$ cat config.mk
export PLATFORM = sky130hd
export DESIGN_NAME = gpio_mmio
export DESIGN_NICKNAME = d
export VERILOG_FILES = /design/src/rtl/gpio_mmio.sv
export SDC_FILE = /design/constraint.sdc
export NUM_CORES = 1
export LEC_CHECK = 0
export CAP_MARGIN = 25
export CELL_PAD_IN_SITES_DETAIL_PLACEMENT = 1
export CELL_PAD_IN_SITES_GLOBAL_PLACEMENT = 2
export CORE_MARGIN = 10
export CORE_UTILIZATION = 42
export CTS_CLUSTER_DIAMETER = 30
export DETAILED_ROUTE_END_ITERATION = 12
export DONT_BUFFER_PORTS = 1
export GPL_TIMING_DRIVEN = 0
export PLACE_DENSITY = 0.93
export SYNTH_ARGS = -nofsm -noshare
export SYNTH_HDL_FRONTEND = slang
export SYNTH_SLANG_ARGS = --single-unit
$ cat constraint.sdc
create_clock -name clk -period 1.7 [get_ports clk]
set_input_delay 0.255 -clock clk [delete_from_list [all_inputs] [get_ports clk]]
set_output_delay 0.255 -clock clk [all_outputs]
set_load 0.01 [all_outputs]
$ cat src/rtl/gpio_mmio.sv
// Memory-mapped GPIO: OUT/IN/EDGE(W1C)/IRQ_EN registers, 2-flop input sync, level irq.
// Optional per-pin debounce compiled in with `define GPIO_DEBOUNCE_EN (IN latency becomes 2 + DEBOUNCE_CYCLES).
module gpio_mmio #(
    parameter int WIDTH           = 8,
    parameter int DEBOUNCE_CYCLES = 4
) (
    input  logic             clk,
    input  logic             rst,
    input  logic [3:0]       addr,
    input  logic             we,
    input  logic [31:0]      wdata,
    output logic [31:0]      rdata,
    input  logic [WIDTH-1:0] gpio_port_in,
    output logic [WIDTH-1:0] gpio_port_out,
    output logic             irq
);

    logic [WIDTH-1:0] out_q;
    logic [WIDTH-1:0] irq_en_q;
    logic [WIDTH-1:0] edge_q;
    logic [WIDTH-1:0] edge_next;
    logic [WIDTH-1:0] sync1;
    logic [WIDTH-1:0] sync2;
    logic [WIDTH-1:0] in_q;
    logic [WIDTH-1:0] in_next;
    logic [WIDTH-1:0] rise;
    logic [WIDTH-1:0] wmask;
    logic             wr_out;
    logic             wr_edge;
    logic             wr_irq_en;
    logic             unused_bits;

    assign wmask       = wdata[WIDTH-1:0];
    assign wr_out      = we && (addr[3:2] == 2'd0);
    assign wr_edge     = we && (addr[3:2] == 2'd2);
    assign wr_irq_en   = we && (addr[3:2] == 2'd3);
    assign unused_bits = ^{addr[1:0], wdata};

    always_ff @(posedge clk or negedge rst) begin
        if (!rst) begin
            sync1 <= '0;
            sync2 <= '0;
        end else begin
            sync1 <= gpio_port_in;
            sync2 <= sync1;
        end
    end

`ifdef GPIO_DEBOUNCE_EN
    localparam logic [7:0] CNT_LAST = 8'(DEBOUNCE_CYCLES - 1);

    logic [7:0]       cnt_q    [WIDTH];
    logic [7:0]       cnt_next [WIDTH];
    logic [WIDTH-1:0] in_reg;

    // A pin's counter only runs while the synchronized value disagrees with IN;
    // the DEBOUNCE_CYCLES-th consecutive disagreeing sample commits the new value.
    always_comb begin
        in_next = in_reg;
        for (int i = 0; i < WIDTH; i++) begin
            cnt_next[i] = '0;
            if (sync2[i] != in_reg[i]) begin
                if (cnt_q[i] == CNT_LAST) begin
                    in_next[i] = sync2[i];
                end else begin
                    cnt_next[i] = cnt_q[i] + 8'd1;
                end
            end
        end
    end

    always_ff @(posedge clk or negedge rst) begin
        if (!rst) begin
            in_reg <= '0;
            for (int i = 0; i < WIDTH; i++) begin
                cnt_q[i] <= '0;
            end
        end else begin
            in_reg <= in_next;
            for (int i = 0; i < WIDTH; i++) begin
                cnt_q[i] <= cnt_next[i];
            end
        end
    end

    assign in_q = in_reg;
`else
    // Without debounce the second synchronizer stage is IN itself.
    assign in_next = sync1;
    assign in_q    = sync2;
`endif

    // Edges are detected on the value IN is about to take, so EDGE and IN update together.
    assign rise      = in_next & ~in_q;
    assign edge_next = (edge_q & ~(wr_edge ? wmask : '0)) | rise;

    always_ff @(posedge clk or negedge rst) begin
        if (!rst) begin
            out_q    <= '0;
            irq_en_q <= '0;
            edge_q   <= '0;
        end else begin
            if (wr_out) begin
                out_q <= wmask;
            end
            if (wr_irq_en) begin
                irq_en_q <= wmask;
            end
            edge_q <= edge_next;
        end
    end

    always_comb begin
        rdata = '0;
        case (addr[3:2])
            2'd0:    rdata[WIDTH-1:0] = out_q;
            2'd1:    rdata[WIDTH-1:0] = in_q;
            2'd2:    rdata[WIDTH-1:0] = edge_q;
            default: rdata[WIDTH-1:0] = irq_en_q;
        endcase
    end

    assign gpio_port_out = out_q;
    assign irq           = |(edge_q & irq_en_q);

endmodule

==> flow_summary_export.csv, run 1 <==
group,metric,value,unit
status,status,"completed",
final_layout,fill_cells,436,
pwr,power_density,1070,nW/um^2
final_layout,syn_to_final_growth,21.2,%
floorplan,core_area,4290,um^2
floorplan,die-area,7430,um^2
setup_path,cp_cell_sequence,"mux4_1",
final_layout,fin_area,2230,um^2
route,viasPerCell,5.02,
logic_synthesis,async_flop_share,100,%
clock_network,clkLatencyLatePin,0.29,ns
setup_path,arrival,1.33,ns
pwr,irDropWorstVdd,0.000524,V
logic_synthesis,synth_area_leaders,"dfrtp_1 (54%), mux4_1 (11%), buf_4 (10%)",
place,dp_hpwl,3130,um
logic_synthesis,synth_top_area_share,54.4,%
logic_synthesis,synth-seq-cells,40,
setup_path,crit_path_top_delay_cell,"mux4_1",
logic_synthesis,synth_xor_area_share,0,%
clock_network,cts-root-buf,"clkbuf_8",
logic_synthesis,synth_edf_count,0,
logic_synthesis,yosys-top-cells-count,"dfrtp_1 (40), buf_4 (25), mux2_2 (16)",
place,placed_cell_area,1990,um^2
logic_synthesis,synthAdderAreaFrac,0,%
clock_network,clock-sinks,40,
route,wl,4210,um
logic_synthesis,synth_top_family_by_area,"multiplexers",
logic_synthesis,synth_compound_area_share,6.53,%
logic_synthesis,synth_ff_type,"dfrtp_1",
timing,skew,0.000732,ns
hold_path,hold_class,"in2reg",
floorplan,dieWidth,86.2,um
timing,tightest_slew,0.566,ns
timing,rsz0062_at_grt,"no",
final_layout,drive_gt1_share,37.4,%
global_route,grt_pass1_vias,1216,
global_route,overflow,0,
clock_network,cts_buffers,5,
logic_synthesis,ys_seq_area_share,54.4,%
timing,post-route-period-util,93.5,%
route,drc,0,
logic_synthesis,syn-mean-instance-area,15.0,um^2
logic_synthesis,synthMuxAreaShare,21.2,%
global_route,grt_first_pass_wirelength,6800,um
place,port_buffers,0,
timing,timing.final.ws_setup,0.111,ns
logic_synthesis,synth_area_leader_cell,"dfrtp_1",
floorplan,initial_core_util,42.9,%
global_route,antenna_found_initial,0,
timing,clock.fmax,629,MHz
setup_path,cp_max_fo,3,
global_route,grtUsageTotal,11.9,%
final_layout,fin_cells,215,
route,antenna_left,0,
clock_network,cts_buffer_depth,2,
setup_path,path_buf_inv,0,
timing,fin_setup_tns,0,ns
clock_network,cts_tree,"done",
clock_network,htreeDepth,2,
setup_path,endpoint_kind,"output port",
logic_synthesis,yosysWarningCount,0,
clock_network,clkTransAtPathRegs,0.08,ns
pwr,total_power,0.00238,W
final_layout,layout.nets,210,
logic_synthesis,ys_types,14,
place,gp_congestion,0.765,
setup_path,cp.required,1.44,ns
place,placed_cells,198,
route,drtPass1Iterations,3,
setup_path,path_delay_family,"multiplexers",
setup_path,rrSetupSlack,0.70,ns
setup_path,start_kind,"flop",
final_layout,diodes,0,
route,wire_per_inst,19.6,um
timing,setup_viol,0,
clock_network,cts_resized,0,
place,place_ws,0.382,ns
logic_synthesis,yosys.area_share.simple,5.23,%
logic_synthesis,synth_most_common_cell,"dfrtp_1",
floorplan,fp-row-count,24,
timing,post-route-min-period,1.59,ns
logic_synthesis,synthesis.instances,123,
timing,slew_violations,0,
floorplan,num_io_pins,88,
route,vias,1079,
setup_path,critPathKind,"reg2out",
logic_synthesis,synth_area,1840,um^2
floorplan,die_y,86.2,um
global_route,grt_max_degree,41,
setup_path,cp_slowest_stage_delay,0.60,ns
timing,final_hold_viol_count,0,
pwr,leakage,1.03,nW
timing,slew_headroom,62.2,%
route,drt_iter0_markers,39,
job,max_cap_violations,0,
final timing paths:
| kind | from | end | depth (start not counted) |
|---|---|---|---|
| setup reg to reg | edge_q[4] | edge_q[4] | 2 |
| hold / removal | wdata[6] | gpio_port_out[6] | 1 |
| hold reg to reg | in_next[2] | in_q[2] | 0 |
| min in group asynchronous | rst | edge_q[5] | 2 |
| setup / recovery | gpio_port_out[4] | rdata[4] | 1 |
| max in group asynchronous | rst | gpio_port_out[0] | 2 |
power breakdown:
| part | internal [W] | switching [W] |
|---|---|---|
| Clock | 0.000578 | 0.000309 |
| Sequential | 0.00105 | 0.000102 |
| Combinational | 0.000189 | 0.000146 |
| Total | 0.00182 | 0.000558 |
cell usage in the layout, fill, tap and decap left out, drive strengths merged:
master / Yosys / final
dfrtp: 40 / 40
buf: 26 / 27
conb: 1 / 24
mux2: 16 / 16
dlygate4sd3: 0 / 9
mux4: 8 / 8
inv: 8 / 8
nor2b: 8 / 8
a221o: 8 / 8
clkbuf: 0 / 5
a22oi: 4 / 4
bufinv: 0 / 2
nand3b: 1 / 1
nand4: 1 / 1
nor3b: 1 / 1
nand3: 1 / 1
layout make-up:
class | count | area (um^2) | share of cell area (%)
Timing Repair Buffer | 10 | 110 | 4.94
Sequential cell | 40 | 1000 | 44.9
Buffer | 26 | 199 | 8.92
Multi-Input combinational cell | 72 | 697 | 31.2
Clock buffer | 5 | 68.8 | 3.08
Inverter | 8 | 30.0 | 1.35
Tap cell | 52 | 65.1 | 2.92
Clock inverter | 2 | 60.1 | 2.69
layer usage:
layer,track usage (%),wire (um),vias to the layer above
met5,0,0,-
met4,5.60,113,0
met3,7.41,515,10
met2,18.9,2110,45
met1,12.1,1470,543
li1,-,-,481
cells by family (layout without fill, tap and decap cells):
| group | count (synthesis) | in the layout |
|---|---|---|
| flops | 40 | 40 |
| mux | 24 | 24 |
| compound gates | 12 | 12 |
| other cells | 1 | 24 |
| buf+inv | 34 | 51 |
| simple gates | 12 | 12 |
per-stage QoR:
step / utilization, % / hold slack (ns)
after CTS: 52.0 / 0.107
after global placement: 46.4 / -0.0393
after floorplan: - / -0.0406
after global routing: 52.0 / 0.0974
final: 52.0 / 0.113
after detailed placement: 46.4 / -0.0394
registers in the layout (all words and copies together) (netlist names):
register and cells:
in_q 8, irq_en_q 8, in_next 8, gpio_port_out 8, edge_q 8
repair_timing:
action | in CTS | in global routing
buffers inserted | 0 | 0
hold endpoints to repair | 48 | 0
hold buffers | 10 | 0
(Power assumes the default switching activity.)
==> run 2: changes to the inputs <==
--- a/config.mk
+++ b/config.mk
@@ -5,16 +5,17 @@
 export SDC_FILE = /design/constraint.sdc
 export NUM_CORES = 1
 export LEC_CHECK = 0
+export ABC_AREA = 1
 export CAP_MARGIN = 25
 export CELL_PAD_IN_SITES_DETAIL_PLACEMENT = 1
 export CELL_PAD_IN_SITES_GLOBAL_PLACEMENT = 2
 export CORE_MARGIN = 10
-export CORE_UTILIZATION = 42
+export CORE_UTILIZATION = 30
 export CTS_CLUSTER_DIAMETER = 30
 export DETAILED_ROUTE_END_ITERATION = 12
 export DONT_BUFFER_PORTS = 1
 export GPL_TIMING_DRIVEN = 0
-export PLACE_DENSITY = 0.93
+export PLACE_DENSITY = 0.8
 export SYNTH_ARGS = -nofsm -noshare
 export SYNTH_HDL_FRONTEND = slang
 export SYNTH_SLANG_ARGS = --single-unit
==> flow_summary_export.csv, run 2 <==
group,metric,value,unit
clock_network,clkLatencyLatePin,0.30,ns
global_route,grt_first_pass_wirelength,8670,um
timing,skew,0.00367,ns
pwr,power_density,942,nW/um^2
global_route,grtUsageTotal,11.2,%
setup_path,arrival,1.12,ns
logic_synthesis,ys_types,16,
final_layout,final_cell_mix,"nand2_1 (61), dfrtp_1 (40), buf_4 (26)",
logic_synthesis,synth_area_leaders,"dfrtp_1 (52%), nand2_1 (12%), buf_4 (10%)",
global_route,antenna_found_initial,0,
global_route,grt_max_degree,41,
final_layout,syn_to_final_growth,19.8,%
logic_synthesis,async_flop_share,100,%
timing,timing.final.ws_setup,0.328,ns
setup_path,cp.required,1.44,ns
route,wl_met3,437,um
pwr,leakage,1.19,nW
place,gp_congestion,0.776,
hold_path,hold_start,"wdata[3]",
route,wire_per_inst,16.3,um
job,max_cap_violations,0,
status,status,"completed",
route,drt_iter0_markers,59,
timing,clock.fmax,729,MHz
route,drc,0,
timing,fin_setup_tns,0,ns
logic_synthesis,synth_edf_count,0,
place,place_ws,0.407,ns
logic_synthesis,syn-mean-instance-area,9.05,um^2
floorplan,dieWidth,100,um
route,wl_met2,2580,um
floorplan,die_y,100,um
logic_synthesis,synth_area_leader_cell,"dfrtp_1",
floorplan,num_io_pins,88,
floorplan,die-area,10100,um^2
logic_synthesis,ys_seq_area_share,51.7,%
route,antenna_left,0,
timing,post-route-min-period,1.37,ns
final_layout,layout.nets,301,
logic_synthesis,yosys-top-cells-count,"nand2_1 (61), dfrtp_1 (40), buf_4 (26)",
logic_synthesis,synth_most_common_cell,"nand2_1",
route,wl_met1,2330,um
route,vias,1514,
setup_path,start_kind,"flop",
clock_network,postCtsSetupRepairBufs,0,
logic_synthesis,yosysWarningCount,0,
clock_network,cts_tree,"done",
final_layout,drive_gt1_share,20.4,%
timing,setup_viol,0,
pwr,irDropWorstVdd,0.000438,V
timing,slew_violations,0,
timing,final_hold_viol_count,0,
global_route,grt_pass1_vias,1608,
place,port_buffers,0,
logic_synthesis,synth_area,1940,um^2
timing,rsz0062_at_grt,"no",
setup_path,endpoint_kind,"output port",
setup_path,critPathKind,"reg2out",
route,top_layer_used,"met4",
final_layout,diodes,0,
logic_synthesis,synthesis.instances,214,
clock_network,clock-sinks,40,
clock_network,postCtsHoldBufs,10,
clock_network,cts-root-buf,"clkbuf_8",
route,wl,5420,um
route,drtPass1Iterations,4,
clock_network,cts_buffer_depth,2,
clock_network,clkTransAtPathRegs,0.08,ns
clock_network,htreeDepth,2,
setup_path,critPathLaunch,"edge_q[4]",
logic_synthesis,synth_top_area_share,51.7,%
logic_synthesis,synth_ff_type,"dfrtp_1",
timing,post-route-period-util,80.7,%
floorplan,core_area,6310,um^2
floorplan,fp-row-count,29,
floorplan,initial_core_util,30.7,%
clock_network,cts_resized,0,
timing,whs,0.109,ns
clock_network,cts_buffers,5,
setup_path,worstReg2RegStart,"gpio_port_out[4]",
global_route,overflow,0,
route,viasPerCell,4.56,
logic_synthesis,synth-seq-cells,40,
final_layout,final_common_cell,"nand2_1",
place,dp_hpwl,3920,um
hold_path,hold_class,"in2reg",
place,placed_cell_area,2120,um^2
final_layout,fin_area,2320,um^2
setup_path,cp_max_fo,3,
## run 2: cell count changes in the layout (fill, tap and decap cells not counted), sizes merged, moves of 3 or more
cell | previous run | this run
mux4 | 8 | 0
a22oi | 4 | 0
clkbuf | 5 | 8
mux2 | 16 | 0
inv | 8 | 18
nand3 | 1 | 25
a221o | 8 | 0
o21ai | 0 | 16
nand2 | 0 | 62
nor2b | 8 | 0
nor2 | 0 | 3
buf | 27 | 34
nand4 | 1 | 16
## run 2: worst paths after layout
check / end / slack, ns / cells after the start
hold / removal: gpio_port_out[3] / 0.11 / 2
setup / recovery: irq / 0.33 / 4
setup reg to reg: gpio_port_out[4] / 0.99 / 2
max in group asynchronous: in_q[5] / 1.08 / 2
min in group asynchronous: edge_q[1] / 0.41 / 2
hold reg to reg: in_q[1] / 0.37 / 0
## run 2: stage by stage
step                      utilization, %  instances  total power (W)
after floorplan                        -        237          0.00142
after global routing                36.7        332          0.00232
final                               36.7        332          0.00219
after detailed placement            33.6        314          0.00151
after CTS                           36.7        332          0.00222
after global placement              33.6        314          0.00150
## run 2: where the power goes
group	switching, W	internal, W	leakage (nW)
clock network	0.000331	0.000331	0.0455
logic	0.000229	0.000152	0.680
registers	0.0000954	0.00105	0.464
## run 2: cell type report
type	count	area (um^2)
Sequential cell	40	1000
Timing Repair Buffer	10	110
Buffer	33	249
Multi-Input combinational cell	146	706
Fill cell	756	3990
Tap cell	77	96.3
Inverter	18	67.6
Clock buffer	8	90.1
## run 2: worst max-delay path, cell delays in order (launching register included)
cell,delay [ns]
dfrtp_1,0.41
nand2_1,0.07
nand2_1,0.05
nor2_1,0.14
nand2_1,0.14
## run 2: layer usage
metal | up-vias | track usage [%]
li1 | 730 | -
met1 | 737 | 13.0
met2 | 40 | 17.8
met3 | 7 | 5.22
met4 | 0 | 3.91
met5 | - | 0
## run 2: kinds of logic (layout without fill, tap and decap cells)
group                  count (synthesis)  after routing  synth area share [%]
and+or+nand+nor                      106            106                  26.1
buffers and inverters                 51             69                  16.3
DFF                                   40             40                  51.7
AOI/OAI and AO/OA                     16             16                  5.68
other                                  1             24                 0.194
==> run 3: changes to the inputs <==
--- a/config.mk
+++ b/config.mk
@@ -15,7 +15,7 @@
 export DETAILED_ROUTE_END_ITERATION = 12
 export DONT_BUFFER_PORTS = 1
 export GPL_TIMING_DRIVEN = 0
-export PLACE_DENSITY = 0.8
+export PLACE_DENSITY = 0.82
 export SYNTH_ARGS = -nofsm -noshare
 export SYNTH_HDL_FRONTEND = slang
 export SYNTH_SLANG_ARGS = --single-unit
==> constraint.sdc (replaced) <==
create_clock -name clk -period 1.2 [get_ports clk]
set_input_delay 0.18 -clock clk [delete_from_list [all_inputs] [get_ports clk]]
set_output_delay 0.18 -clock clk [all_outputs]
set_load 0.01 [all_outputs]
==> flow_summary_export.csv, run 3 (synthesized netlist as in run 2, its figures left out) <==
group,metric,value,unit
status,status,"finished, violations left",
status,violations,"negative setup slack",
setup_path,cp_max_fo,3,
floorplan,num_io_pins,88,
setup_path,arrival,1.07,ns
timing,clock.fmax,802,MHz
place,port_buffers,0,
setup_path,endpoint_kind,"output port",
global_route,grt_first_pass_wirelength,9000,um
floorplan,core_area,6310,um^2
clock_network,clock-sinks,40,
pwr,power_density,1390,nW/um^2
final_layout,syn_to_final_growth,23.8,%
route,drtPass1Iterations,4,
clock_network,cts_buffer_depth,2,
clock_network,cts-root-buf,"clkbuf_8",
pwr,leakage,1.22,nW
clock_network,clkTransAtPathRegs,0.08,ns
setup_path,critPathKind,"reg2out",
floorplan,die-area,10100,um^2
setup_path,start_kind,"flop",
place,placed_cells,314,
setup_path,critPathLaunch,"edge_q[4]",
setup_path,worstReg2RegStart,"irq_en_q[3]",
timing,skew,0.00201,ns
clock_network,cts_buffers,5,
global_route,overflow,0,
route,wire_per_inst,16.5,um
route,vias,1530,
final_layout,final_common_cell,"nand2_1",
floorplan,fp-row-count,29,
route,viasPerCell,4.54,
global_route,grtUsageTotal,11.4,%
floorplan,initial_core_util,30.7,%
place,gp_congestion,0.765,
floorplan,die_y,100,um
final_layout,layout.nets,306,
hold_path,hold_start,"wdata[4]",
place,dp_hpwl,3940,um
timing,post-route-min-period,1.25,ns
timing,setup_viol,1,
timing,rsz0062_at_grt,"yes",
pwr,total_power,0.00333,W
route,antenna_left,0,
final_layout,fin_area,2400,um^2
place,place_ws,0.0407,ns
global_route,grt_pass1_vias,1689,
clock_network,htreeDepth,2,
route,wl,5550,um
timing,slew_violations,0,
hold_path,hold_class,"in2reg",
global_route,grt_max_degree,41,
final_layout,final_cell_mix,"nand2_1 (57), dfrtp_1 (34), buf_4 (31)",
clock_network,clkLatencyLatePin,0.30,ns
route,drc,0,
clock_network,cts_tree,"done",
final_layout,final_util,38.0,%
job,max_cap_violations,0,
final_layout,drive_gt1_share,26.9,%
setup_path,cp.required,1.02,ns
global_route,antenna_found_initial,0,
floorplan,dieWidth,100,um
pwr,irDropWorstVdd,0.000686,V
timing,timing.final.ws_setup,-0.0473,ns
timing,final_hold_viol_count,0,
final_layout,diodes,0,
place,placed_cell_area,2120,um^2
timing,post-route-period-util,104,%
final_layout,fin_cells,337,
route,drt_iter0_markers,91,
-- run 3: cell types whose count changed in the layout (fill, tap and decap cells not counted), sizes merged --
cell    change
buf         +5
bufinv      +1
clkbuf      -2
clkinv      +1
-- run 3: layout make-up --
cell class                 instances  area [um^2]
buffer                            33          249
tap                               77         96.3
fill                             776         3920
timing repair buffer              15          148
inverter                          18         67.6
sequential                        40         1010
multi-input combinational        146          721
clock inverter                     2         35.0
clock buffer                       6         72.6
-- run 3: what timing repair did --
item / in CTS / in global routing
endpoints found under the setup margin: 5 / 9
gates resized for setup: 4 / 8
hold buffers: 10 / 0
hold endpoints to repair: 48 / 0
pin swaps: 6 / 10
setup buffers: 3 / 2
-- run 3: stage by stage --
| step | TNS (ns) | hold WS, ns |
|---|---|---|
| 2_1_floorplan | 0 | -0.116 |
| 3_3_place_gp | 0 | -0.114 |
| 3_5_place_dp | 0 | -0.114 |
| 4_1_cts | -0.0785 | 0.0248 |
| 5_1_grt | -0.373 | 0.0222 |
| 6_report | -0.0473 | 0.0314 |
-- run 3: critical path, cell delays in order (launching register included) --
cell     delay [ns]
dfrtp_1        0.42
nand2_1        0.07
nand2_1        0.07
nor2_2         0.12
nand2_2        0.09
-- run 3: where the power goes --
group	total (W)	switching [W]	internal, W
sequential	0.00163	0.000142	0.00149
clock	0.00111	0.000491	0.000617
combinational	0.000585	0.000339	0.000246
-- run 3: final timing paths --
kind	to	slack, ns	cells past startpoint
min	gpio_port_out[4]	0.03	2
max	irq	-0.05	4
max reg2reg	irq_en_q[3]	0.39	3
min reg2reg	in_q[4]	0.38	0
max in group asynchronous	gpio_port_out[6]	0.65	2
min in group asynchronous	in_q[1]	0.34	2
-- run 3: per-layer routing --
layer | vias to the layer above | global-route usage, % | wire length [um]
li1 | 736 | - | -
met1 | 750 | 12.9 | 2350
met2 | 37 | 18.5 | 2650
met3 | 7 | 5.77 | 482
met4 | 0 | 2.93 | 65
met5 | - | 0 | 0
